<file path="config.mk">
export PLATFORM = sky130hd
export DESIGN_NAME = riscv_hazard_scoreboard_flat
export DESIGN_NICKNAME = d
export VERILOG_FILES = /design/src/rtl/riscv_hazard_scoreboard_if.sv /design/src/rtl/riscv_hazard_scoreboard.sv /design/src/flat_wrapper.sv
export SDC_FILE = /design/constraint.sdc
export NUM_CORES = 1
export LEC_CHECK = 0
export BUFFER_PORTS_ARGS = -buffer_cell sky130_fd_sc_hd__buf_4
export CORE_ASPECT_RATIO = 2
export CORE_MARGIN = 2
export CORE_UTILIZATION = 55
export CTS_CLUSTER_DIAMETER = 120
export DETAILED_ROUTE_END_ITERATION = 8
export GPL_TIMING_DRIVEN = 0
export PLACE_DENSITY = 0.74
export SLEW_MARGIN = 40
export SYNTH_ARGS = -nofsm -noshare
export SYNTH_HDL_FRONTEND = slang
export SYNTH_SLANG_ARGS = --single-unit
</file>
<file path="constraint.sdc">
create_clock -name clk -period 12.38 [get_ports clk]
set_clock_uncertainty 0.15 [all_clocks]
set_input_delay 2.476 -clock clk [delete_from_list [all_inputs] [get_ports clk]]
set_output_delay 2.476 -clock clk [all_outputs]
set_load 0.01 [all_outputs]
</file>
<file path="src/rtl/riscv_hazard_scoreboard_if.sv">
// rtl/riscv_hazard_scoreboard_if.sv - ID-to-scoreboard issue handshake bundle
// The ID stage drives the decoded operand/destination fields; the scoreboard answers with stall/issue.
interface riscv_hazard_scoreboard_if #(
   parameter int LAT_W = 4
);
   logic             id_valid;
   logic [4:0]       id_rs1_addr;
   logic             id_rs1_used;
   logic [4:0]       id_rs2_addr;
   logic             id_rs2_used;
   logic [4:0]       id_rd_addr;
   logic             id_rd_we;
   logic [LAT_W-1:0] id_lat;
   logic             stall;
   logic             issue;

   modport master (
      output id_valid, id_rs1_addr, id_rs1_used, id_rs2_addr, id_rs2_used,
             id_rd_addr, id_rd_we, id_lat,
      input  stall, issue
   );

   modport slave (
      input  id_valid, id_rs1_addr, id_rs1_used, id_rs2_addr, id_rs2_used,
             id_rd_addr, id_rd_we, id_lat,
      output stall, issue
   );
endinterface

</file>
<file path="src/rtl/riscv_hazard_scoreboard.sv">
// rtl/riscv_hazard_scoreboard.sv - register-dependency scoreboard and issue control between ID and EX1
// Optional hazard-stall performance counter: define RISCV_SB_PERF_CNT_EN.
module riscv_hazard_scoreboard #(
   parameter int NUM_REGS = 32,
   parameter int LAT_W    = 4,
   parameter int MAX_LAT  = 10
) (
   input  logic                         clk,
   input  logic                         rst_n,
   riscv_hazard_scoreboard_if.slave     id,
   input  logic                         ext_stall,
   input  logic                         flush,
   output logic [NUM_REGS-1:0]          busy_vec,
   output logic [31:0]                  perf_stall_cnt
);
   localparam logic [LAT_W-1:0] MAX_LAT_V = LAT_W'(MAX_LAT);

   logic [LAT_W-1:0] cnt     [NUM_REGS];
   logic [LAT_W-1:0] cnt_nxt [NUM_REGS];
   logic [LAT_W-1:0] lat_c;
   logic [LAT_W-1:0] lat_load;
   logic             raw;
   logic             waw;
   logic             hazard;
   logic             rd_track;

   // cnt holds the number of cycles a consumer must still wait, so a latency-L
   // producer loads L-1 and its consumer issues exactly L cycles after it.
   always_comb begin
      lat_c    = (id.id_lat > MAX_LAT_V) ? MAX_LAT_V : id.id_lat;
      lat_load = (lat_c == '0) ? '0 : lat_c - LAT_W'(1);
      raw      = (id.id_rs1_used && (id.id_rs1_addr != '0) && busy_vec[id.id_rs1_addr]) ||
                 (id.id_rs2_used && (id.id_rs2_addr != '0) && busy_vec[id.id_rs2_addr]);
      rd_track = id.id_rd_we && (id.id_rd_addr != '0);
      waw      = rd_track && busy_vec[id.id_rd_addr] && (cnt[id.id_rd_addr] >= lat_c);
      hazard   = raw || waw;
   end

   assign id.stall = rst_n && id.id_valid && (hazard || ext_stall);
   assign id.issue = rst_n && id.id_valid && !id.stall && !flush;

   always_comb begin
      for (int r = 0; r < NUM_REGS; r++) begin
         if (flush) begin
            cnt_nxt[r] = '0;
         end else if (ext_stall || (cnt[r] == '0)) begin
            cnt_nxt[r] = cnt[r];
         end else begin
            cnt_nxt[r] = cnt[r] - LAT_W'(1);
         end
      end
      if (id.issue && rd_track) begin
         cnt_nxt[id.id_rd_addr] = lat_load;
      end
      cnt_nxt[0] = '0;
   end

   always_ff @(posedge clk or negedge rst_n) begin
      if (!rst_n) begin
         for (int r = 0; r < NUM_REGS; r++) begin
            cnt[r] <= '0;
         end
         busy_vec <= '0;
      end else begin
         for (int r = 0; r < NUM_REGS; r++) begin
            cnt[r]      <= cnt_nxt[r];
            busy_vec[r] <= (cnt_nxt[r] != '0);
         end
      end
   end

`ifdef RISCV_SB_PERF_CNT_EN
   always_ff @(posedge clk or negedge rst_n) begin
      if (!rst_n) begin
         perf_stall_cnt <= '0;
      end else if (id.id_valid && hazard && !ext_stall && !flush && (perf_stall_cnt != '1)) begin
         perf_stall_cnt <= perf_stall_cnt + 32'd1;
      end
   end
`else
   assign perf_stall_cnt = '0;
`endif
endmodule

</file>
<file path="src/flat_wrapper.sv">
// flat-port wrapper written by rule: the top's interface ports become plain ports
module riscv_hazard_scoreboard_flat 
#(
   parameter int NUM_REGS = 32,
   parameter int LAT_W    = 4,
   parameter int MAX_LAT  = 10
)
  (clk, rst_n, ext_stall, flush, busy_vec, perf_stall_cnt, id_id_valid, id_id_rs1_addr, id_id_rs1_used, id_id_rs2_addr, id_id_rs2_used, id_id_rd_addr, id_id_rd_we, id_id_lat, id_stall, id_issue);
  riscv_hazard_scoreboard_if #(.LAT_W(LAT_W)) id_i ();
  input  logic clk;
  input  logic rst_n;
  input  logic ext_stall;
  input  logic flush;
  output logic [NUM_REGS-1:0] busy_vec;
  output logic [31:0] perf_stall_cnt;
  input wire logic [$bits(id_i.id_valid)-1:0] id_id_valid;
  input wire logic [$bits(id_i.id_rs1_addr)-1:0] id_id_rs1_addr;
  input wire logic [$bits(id_i.id_rs1_used)-1:0] id_id_rs1_used;
  input wire logic [$bits(id_i.id_rs2_addr)-1:0] id_id_rs2_addr;
  input wire logic [$bits(id_i.id_rs2_used)-1:0] id_id_rs2_used;
  input wire logic [$bits(id_i.id_rd_addr)-1:0] id_id_rd_addr;
  input wire logic [$bits(id_i.id_rd_we)-1:0] id_id_rd_we;
  input wire logic [$bits(id_i.id_lat)-1:0] id_id_lat;
  output wire logic [$bits(id_i.stall)-1:0] id_stall;
  output wire logic [$bits(id_i.issue)-1:0] id_issue;
  assign id_i.id_valid = id_id_valid;
  assign id_i.id_rs1_addr = id_id_rs1_addr;
  assign id_i.id_rs1_used = id_id_rs1_used;
  assign id_i.id_rs2_addr = id_id_rs2_addr;
  assign id_i.id_rs2_used = id_id_rs2_used;
  assign id_i.id_rd_addr = id_id_rd_addr;
  assign id_i.id_rd_we = id_id_rd_we;
  assign id_i.id_lat = id_id_lat;
  assign id_stall = id_i.stall;
  assign id_issue = id_i.issue;
  riscv_hazard_scoreboard #(.NUM_REGS(NUM_REGS), .LAT_W(LAT_W), .MAX_LAT(MAX_LAT)) u_core (.clk(clk), .rst_n(rst_n), .id(id_i), .ext_stall(ext_stall), .flush(flush), .busy_vec(busy_vec), .perf_stall_cnt(perf_stall_cnt));
endmodule
</file>
* Word-level counts from Yosys, hierarchy flattened
Cells that the tools add are included.
** Cells by class
- $add $sub $neg :: 32
- Order comparisons :: 7
- Multiplexer cells :: 77
- Bitwise gates (word level) :: 1
- Reductions and logical operators :: 115
** Operator list (number)
- $mux 4 :: 67
- $bwmux 128 :: 1
- $logic_not 4->1 :: 32
- $sub 4x1->4 const B :: 32
- $mux 124 :: 1
- $reduce_bool 4->1 :: 31
- $logic_or 1x1->1 :: 34
- $bmux 4 s5 :: 1
- $demux 4 s5 :: 1
- $lt 5x6->1 const B :: 3
- $bmux 1 s5 :: 3
- $reduce_bool 5->1 :: 3
- $logic_and 1x1->1 :: 13
- $ge 6x6->1 const B :: 1
- $lt 6x1->1 const B :: 1
- $not 5->6 :: 1
- $ge 4x4->1 :: 1
- $gt 4x4->1 const B :: 1
- $mux 1 :: 3
- $logic_not 1->1 :: 2
** Word-level totals
- Register bits :: 155
- Input port bits :: 27
- Output and inout bits :: 66
- Word-level logic and storage cells :: 264

* Logic depth before layout (Yosys ltp)
- Depth after elaboration :: 15
- Mapped depth :: 18
- Mapped depth without buffers :: 13

* Least setup slack after synthesis
No wires, ideal clock.
- Path type :: input port to output port
- Start point :: input port id_id_rd_addr[0]
- End point :: output port id_issue
- Data arrival time :: 6.324 ns
- Data required time :: 9.754 ns
- Setup slack :: 3.430 ns
- Stages :: 15
- Buffers on the path :: 4
- Cells stage by stage :: buf_2 > buf_1 > buf_2 > mux4_2 > mux4_2 > mux2i_1 > ha_1 > nand2b_1 > a21o_1 > a211oi_1 > nor3_1 > a221oi_2 > buf_2 > and2_1 > and3_1
** On the way
- Longest elaborated chain between the ends :: 12
- Elaborated cells on any way between the ends :: 17
- Classes of those cells :: order compare: 1; mux: 5; bitwise: 1; reduce/logical: 10
** RTL lines
- start, declared :: line flat_wrapper.sv:21 : input wire logic [$bits(id_i.id_rd_addr)-1:0] id_id_rd_addr;
- $not 5->6 (implied by the code) :: line riscv_hazard_scoreboard.sv:35 : waw = rd_track && busy_vec[id.id_rd_addr] && (cnt[id.id_rd_addr] >= lat_c);
- $bmux 4 s5 :: line riscv_hazard_scoreboard.sv:35
- $mux 4 (implied by the code) (2 in a row) :: line riscv_hazard_scoreboard.sv:35
- $ge 4x4->1 :: line riscv_hazard_scoreboard.sv:35
- $logic_and 1x1->1 (*) :: line riscv_hazard_scoreboard.sv:35
- $logic_or 1x1->1 (*) :: line riscv_hazard_scoreboard.sv:36 : hazard = raw || waw;
- $logic_or 1x1->1 (*) :: line riscv_hazard_scoreboard.sv:39 : assign id.stall = rst_n && id.id_valid && (hazard || ext_stall);
- $logic_and 1x1->1 (*) :: line riscv_hazard_scoreboard.sv:39
- $logic_not 1->1 (*) :: line riscv_hazard_scoreboard.sv:40 : assign id.issue = rst_n && id.id_valid && !id.stall && !flush;
- $logic_and 1x1->1 (*) (2 in a row) :: line riscv_hazard_scoreboard.sv:40
- end, declared :: line flat_wrapper.sv:25 : output wire logic [$bits(id_i.issue)-1:0] id_issue;
Every way passes the cells marked *; elsewhere a longest branch is shown, timed or not. The select of a mux whose other input is x is not followed.

* Worst setup path in the final report
- Start point :: input port id_id_rd_addr[0]
- End point :: output port id_stall
** On the way
- Longest elaborated chain between the ends :: 9
- Elaborated cells on any way between the ends :: 14
- Classes of those cells :: order compare: 1; mux: 5; bitwise: 1; reduce/logical: 7
** RTL lines
- $not 5->6 (implied by the code) :: line riscv_hazard_scoreboard.sv:35
- $bmux 4 s5 :: line riscv_hazard_scoreboard.sv:35
- $mux 4 (implied by the code) (2 in a row) :: line riscv_hazard_scoreboard.sv:35
- $ge 4x4->1 :: line riscv_hazard_scoreboard.sv:35
- $logic_and 1x1->1 (*) :: line riscv_hazard_scoreboard.sv:35
- $logic_or 1x1->1 (*) :: line riscv_hazard_scoreboard.sv:36
- $logic_or 1x1->1 (*) :: line riscv_hazard_scoreboard.sv:39
- $logic_and 1x1->1 (*) :: line riscv_hazard_scoreboard.sv:39
- end, declared :: line flat_wrapper.sv:24 : output wire logic [$bits(id_i.stall)-1:0] id_stall;
Marked as above.

==> flow_summary.toml <==
[outcome]
status = "finished with violations"
violations = "design-rule violations"

[logic_synthesis]
yosysSeqAreaShare = 0.3208
yosys-top-cells-area = "dfrtp_1 32%, mux2i_1 11%, mux4_2 8.6%"
synth_fa_ha_area_frac = 0.03705
synth_edf_count = 0
synth.distinct_cells = 57
yosys.area.top_type = "dfrtp_1"
netlist_top_cells_count = "155 x dfrtp_1, 130 x mux2i_1, 106 x a21oi_1"
yosysWarnings = 0
synth_simple_gate_area_share = 0.1685
ys_seq_elements = 155
syn_area_um2 = 12090
synth.most_common_cell = "dfrtp_1"
synth_top_area_frac = 0.3208
async_reset_ff_frac = 1.000
muxShareOfSynthArea = 0.2576
synth_top_family_by_area = "multiplexers"
synth_compound_area_frac = 0.1049
syn_area_per_cell_um2 = 9.423
synthCells = 1283
synth_xor_area_frac = 0.03405
synth-main-ff-cell = "dfrtp_1"

[timing]
setup_viol = 0
rsz0062_at_grt = "false"
post-route-min-period_ns = 10.24
worst-slew-pin-transition_ns = 0.8802
tns_ns = 0
fin_crit_sh = 0.8271
maxSlewViolCount = 0
holdWs_ns = 0.5464
fmax_ghz = 0.09766
finalHoldViolCount = 0
maxSlewHeadroom = 0.3964

[power_and_ir_drop]
p_comb_frac = 0.506
p_leak_uw = 0.006582
power.density_nw_per_um2 = 207.5
intPower_uw = 1547
netSwitchingFraction = 0.4503
max-vdd-ir-drop_mv = 0.1187
clockPowerShare = 0.177
seq_power_share = 0.316
switchingPower_uw = 1267

[clocking]
clock_sinks = 155
tritoncts = "built"
cts-root-buf = "clkbuf_16"
cts_buffer_depth = 2
numCtsBuffers = 17
hold_buffers = 0
clk_pin_slew_ns = 0.07
clk_latency_ns = 0.48
postCtsSetupBuffers = 0
htreeDepth = 4
cts_resized = 0

[critical_path]
required_ns = 9.75
worstSetupStartpoint = "id_id_rd_addr[0]"
crit_type = "input port to output port"
endpoint_kind = "output port"
rr_startpoint = "u_core.cnt[1]$_DFF_PN0_"
critPathArrivalTime_ns = 7.61
worstSetupStartpointType = "input port"
crit_path_max_fanout = 10
rrSetupSlack_ns = 7.11

[route]
dr.pass1.iters = 8
wire_per_inst_um = 25.21
vias = 10890
wl_um = 42220
vias_per_cell = 6.501
drtIter0Drc = 917
antenna_left = 0
drc_errors = 2

[die]
floorplan.initialDensity = 0.5601
die_w_um = 108.8
core_um2 = 21590
rows = 76
die_area_um2 = 23260
io_pins = 93
die_y_um = 213.7

[global_route]
grt_pass1_vias = 11340
gr-total-overflow = 0
grt_usage = 0.3805
grt_max_degree = 75
grt_pass1_wl_um = 63820
antenna_found_initial = 0

[cells_and_area]
utilization = 0.6282
nets = 1450
final_cells = 1675
drive_gt1_frac = 0.1941
nFillCells = 1870
syn_to_final_growth_pct = 12.16

[place]
placed_cells = 1642
hpwl_um = 31290
gp_congestion = 1.056
port_buffers = 52

[job]
max_cap_violations = 0

[min_path]
holdCritStartpoint = "u_core.cnt[49]$_DFF_PN0_"
holdCritPathClass = "flip-flop to flip-flop"
## logic make-up after synthesis
group | count (synthesis)
AOI/OAI and AO/OA | 216
other | 1
buffers and inverters | 207
xor gates and xnor gates | 47
and+or+nand+nor | 376
DFF | 155
muxes | 245
adders and majority gates | 36
## registers in the layout, summed over array words and instances (netlist names)
signal,cells
u_core.busy_vec,31
u_core.cnt,124
## worst paths after layout
kind / to / depth (start not counted)
worst max-delay path: id_stall / 17
worst min-delay path: u_core.cnt[49]$_DFF_PN0_ / 2
worst max register to register: u_core.busy_vec[31]$_DFF_PN0_ / 11
worst min register to register: u_core.cnt[49]$_DFF_PN0_ / 2
max in group asynchronous: u_core.busy_vec[22]$_DFF_PN0_ / 2
min in group asynchronous: u_core.cnt[16]$_DFF_PN0_ / 1
## power groups by stage
stage	registers, uW	logic (uW)	clock network (uW)
2_1_floorplan	826	963	0
3_3_place_gp	880	1330	0
3_5_place_dp	887	1370	0
4_1_cts	878	1380	502
5_1_grt	905	1550	520
6_report	890	1420	499
## layer usage
metal	vias to the layer above	track usage	part of all wire
li1	4804	-	-
met1	5214	0.3714	0.31
met2	609	0.6259	0.49
met3	263	0.09149	0.074
met4	0	0.3930	0.12
met5	-	0	0
## worst max-delay path, stage by stage
cell and delay, ns:
buf_4 0.11, buf_2 0.20, clkbuf_2 0.39, buf_2 0.50
mux4_2 0.62, mux4_2 0.50, mux2i_1 0.14, ha_1 0.25
nand2b_1 0.15, a21o_1 0.17, a211oi_1 0.30, nor3_1 0.17
a221oi_2 0.66, buf_2 0.43, and2_1 0.21, a31oi_1 0.11
buf_4 0.21
## per-stage QoR
stage	setup WS, ns	power [uW]	instance area [um^2]
2_1_floorplan	3.430	1789	12210
3_3_place_gp	1.908	2208	12940
3_5_place_dp	1.922	2255	13010
4_1_cts	1.924	2760	13560
5_1_grt	2.035	2981	13560
6_report	2.141	2814	13560
## cell usage in the layout (no fill, tap or decap), types with 6 or more instances in the layout
| cell | n |
|---|---|
| nand2_1 | 38 |
| xnor2_1 | 32 |
| nand3b_1 | 6 |
| mux2_2 | 68 |
| nand4_2 | 8 |
| nand4_1 | 7 |
| or4_1 | 11 |
| ha_1 | 35 |
| nand4b_1 | 22 |
| and3_1 | 7 |
| nand2b_1 | 49 |
| a311oi_1 | 19 |
| buf_2 | 15 |
| mux2i_1 | 130 |
| o21ai_0 | 56 |
| o31ai_1 | 8 |
| a21oi_1 | 106 |
| mux4_2 | 46 |
| buf_4 | 85 |
| dfrtp_1 | 155 |
| nand3_1 | 36 |
| clkbuf_16 | 17 |
| nor3_1 | 74 |
| nor2_1 | 94 |
| inv_1 | 101 |
| clkbuf_1 | 48 |
| conb_1 | 33 |
| xor2_1 | 15 |
## final cells by class
type | count | area (um^2) | share of cell area
antenna | 1 | 2.502 | 0.0001845
tap | 273 | 341.6 | 0.02519
multi-input combinational | 953 | 7406 | 0.5461
buffer | 106 | 555.5 | 0.04097
clock inverter | 15 | 118.9 | 0.008765
inverter | 101 | 379.1 | 0.02796
sequential | 155 | 3879 | 0.2860
clock buffer | 17 | 425.4 | 0.03137
timing repair buffer | 54 | 452.9 | 0.03340
Power figures use the tool's default switching activity.
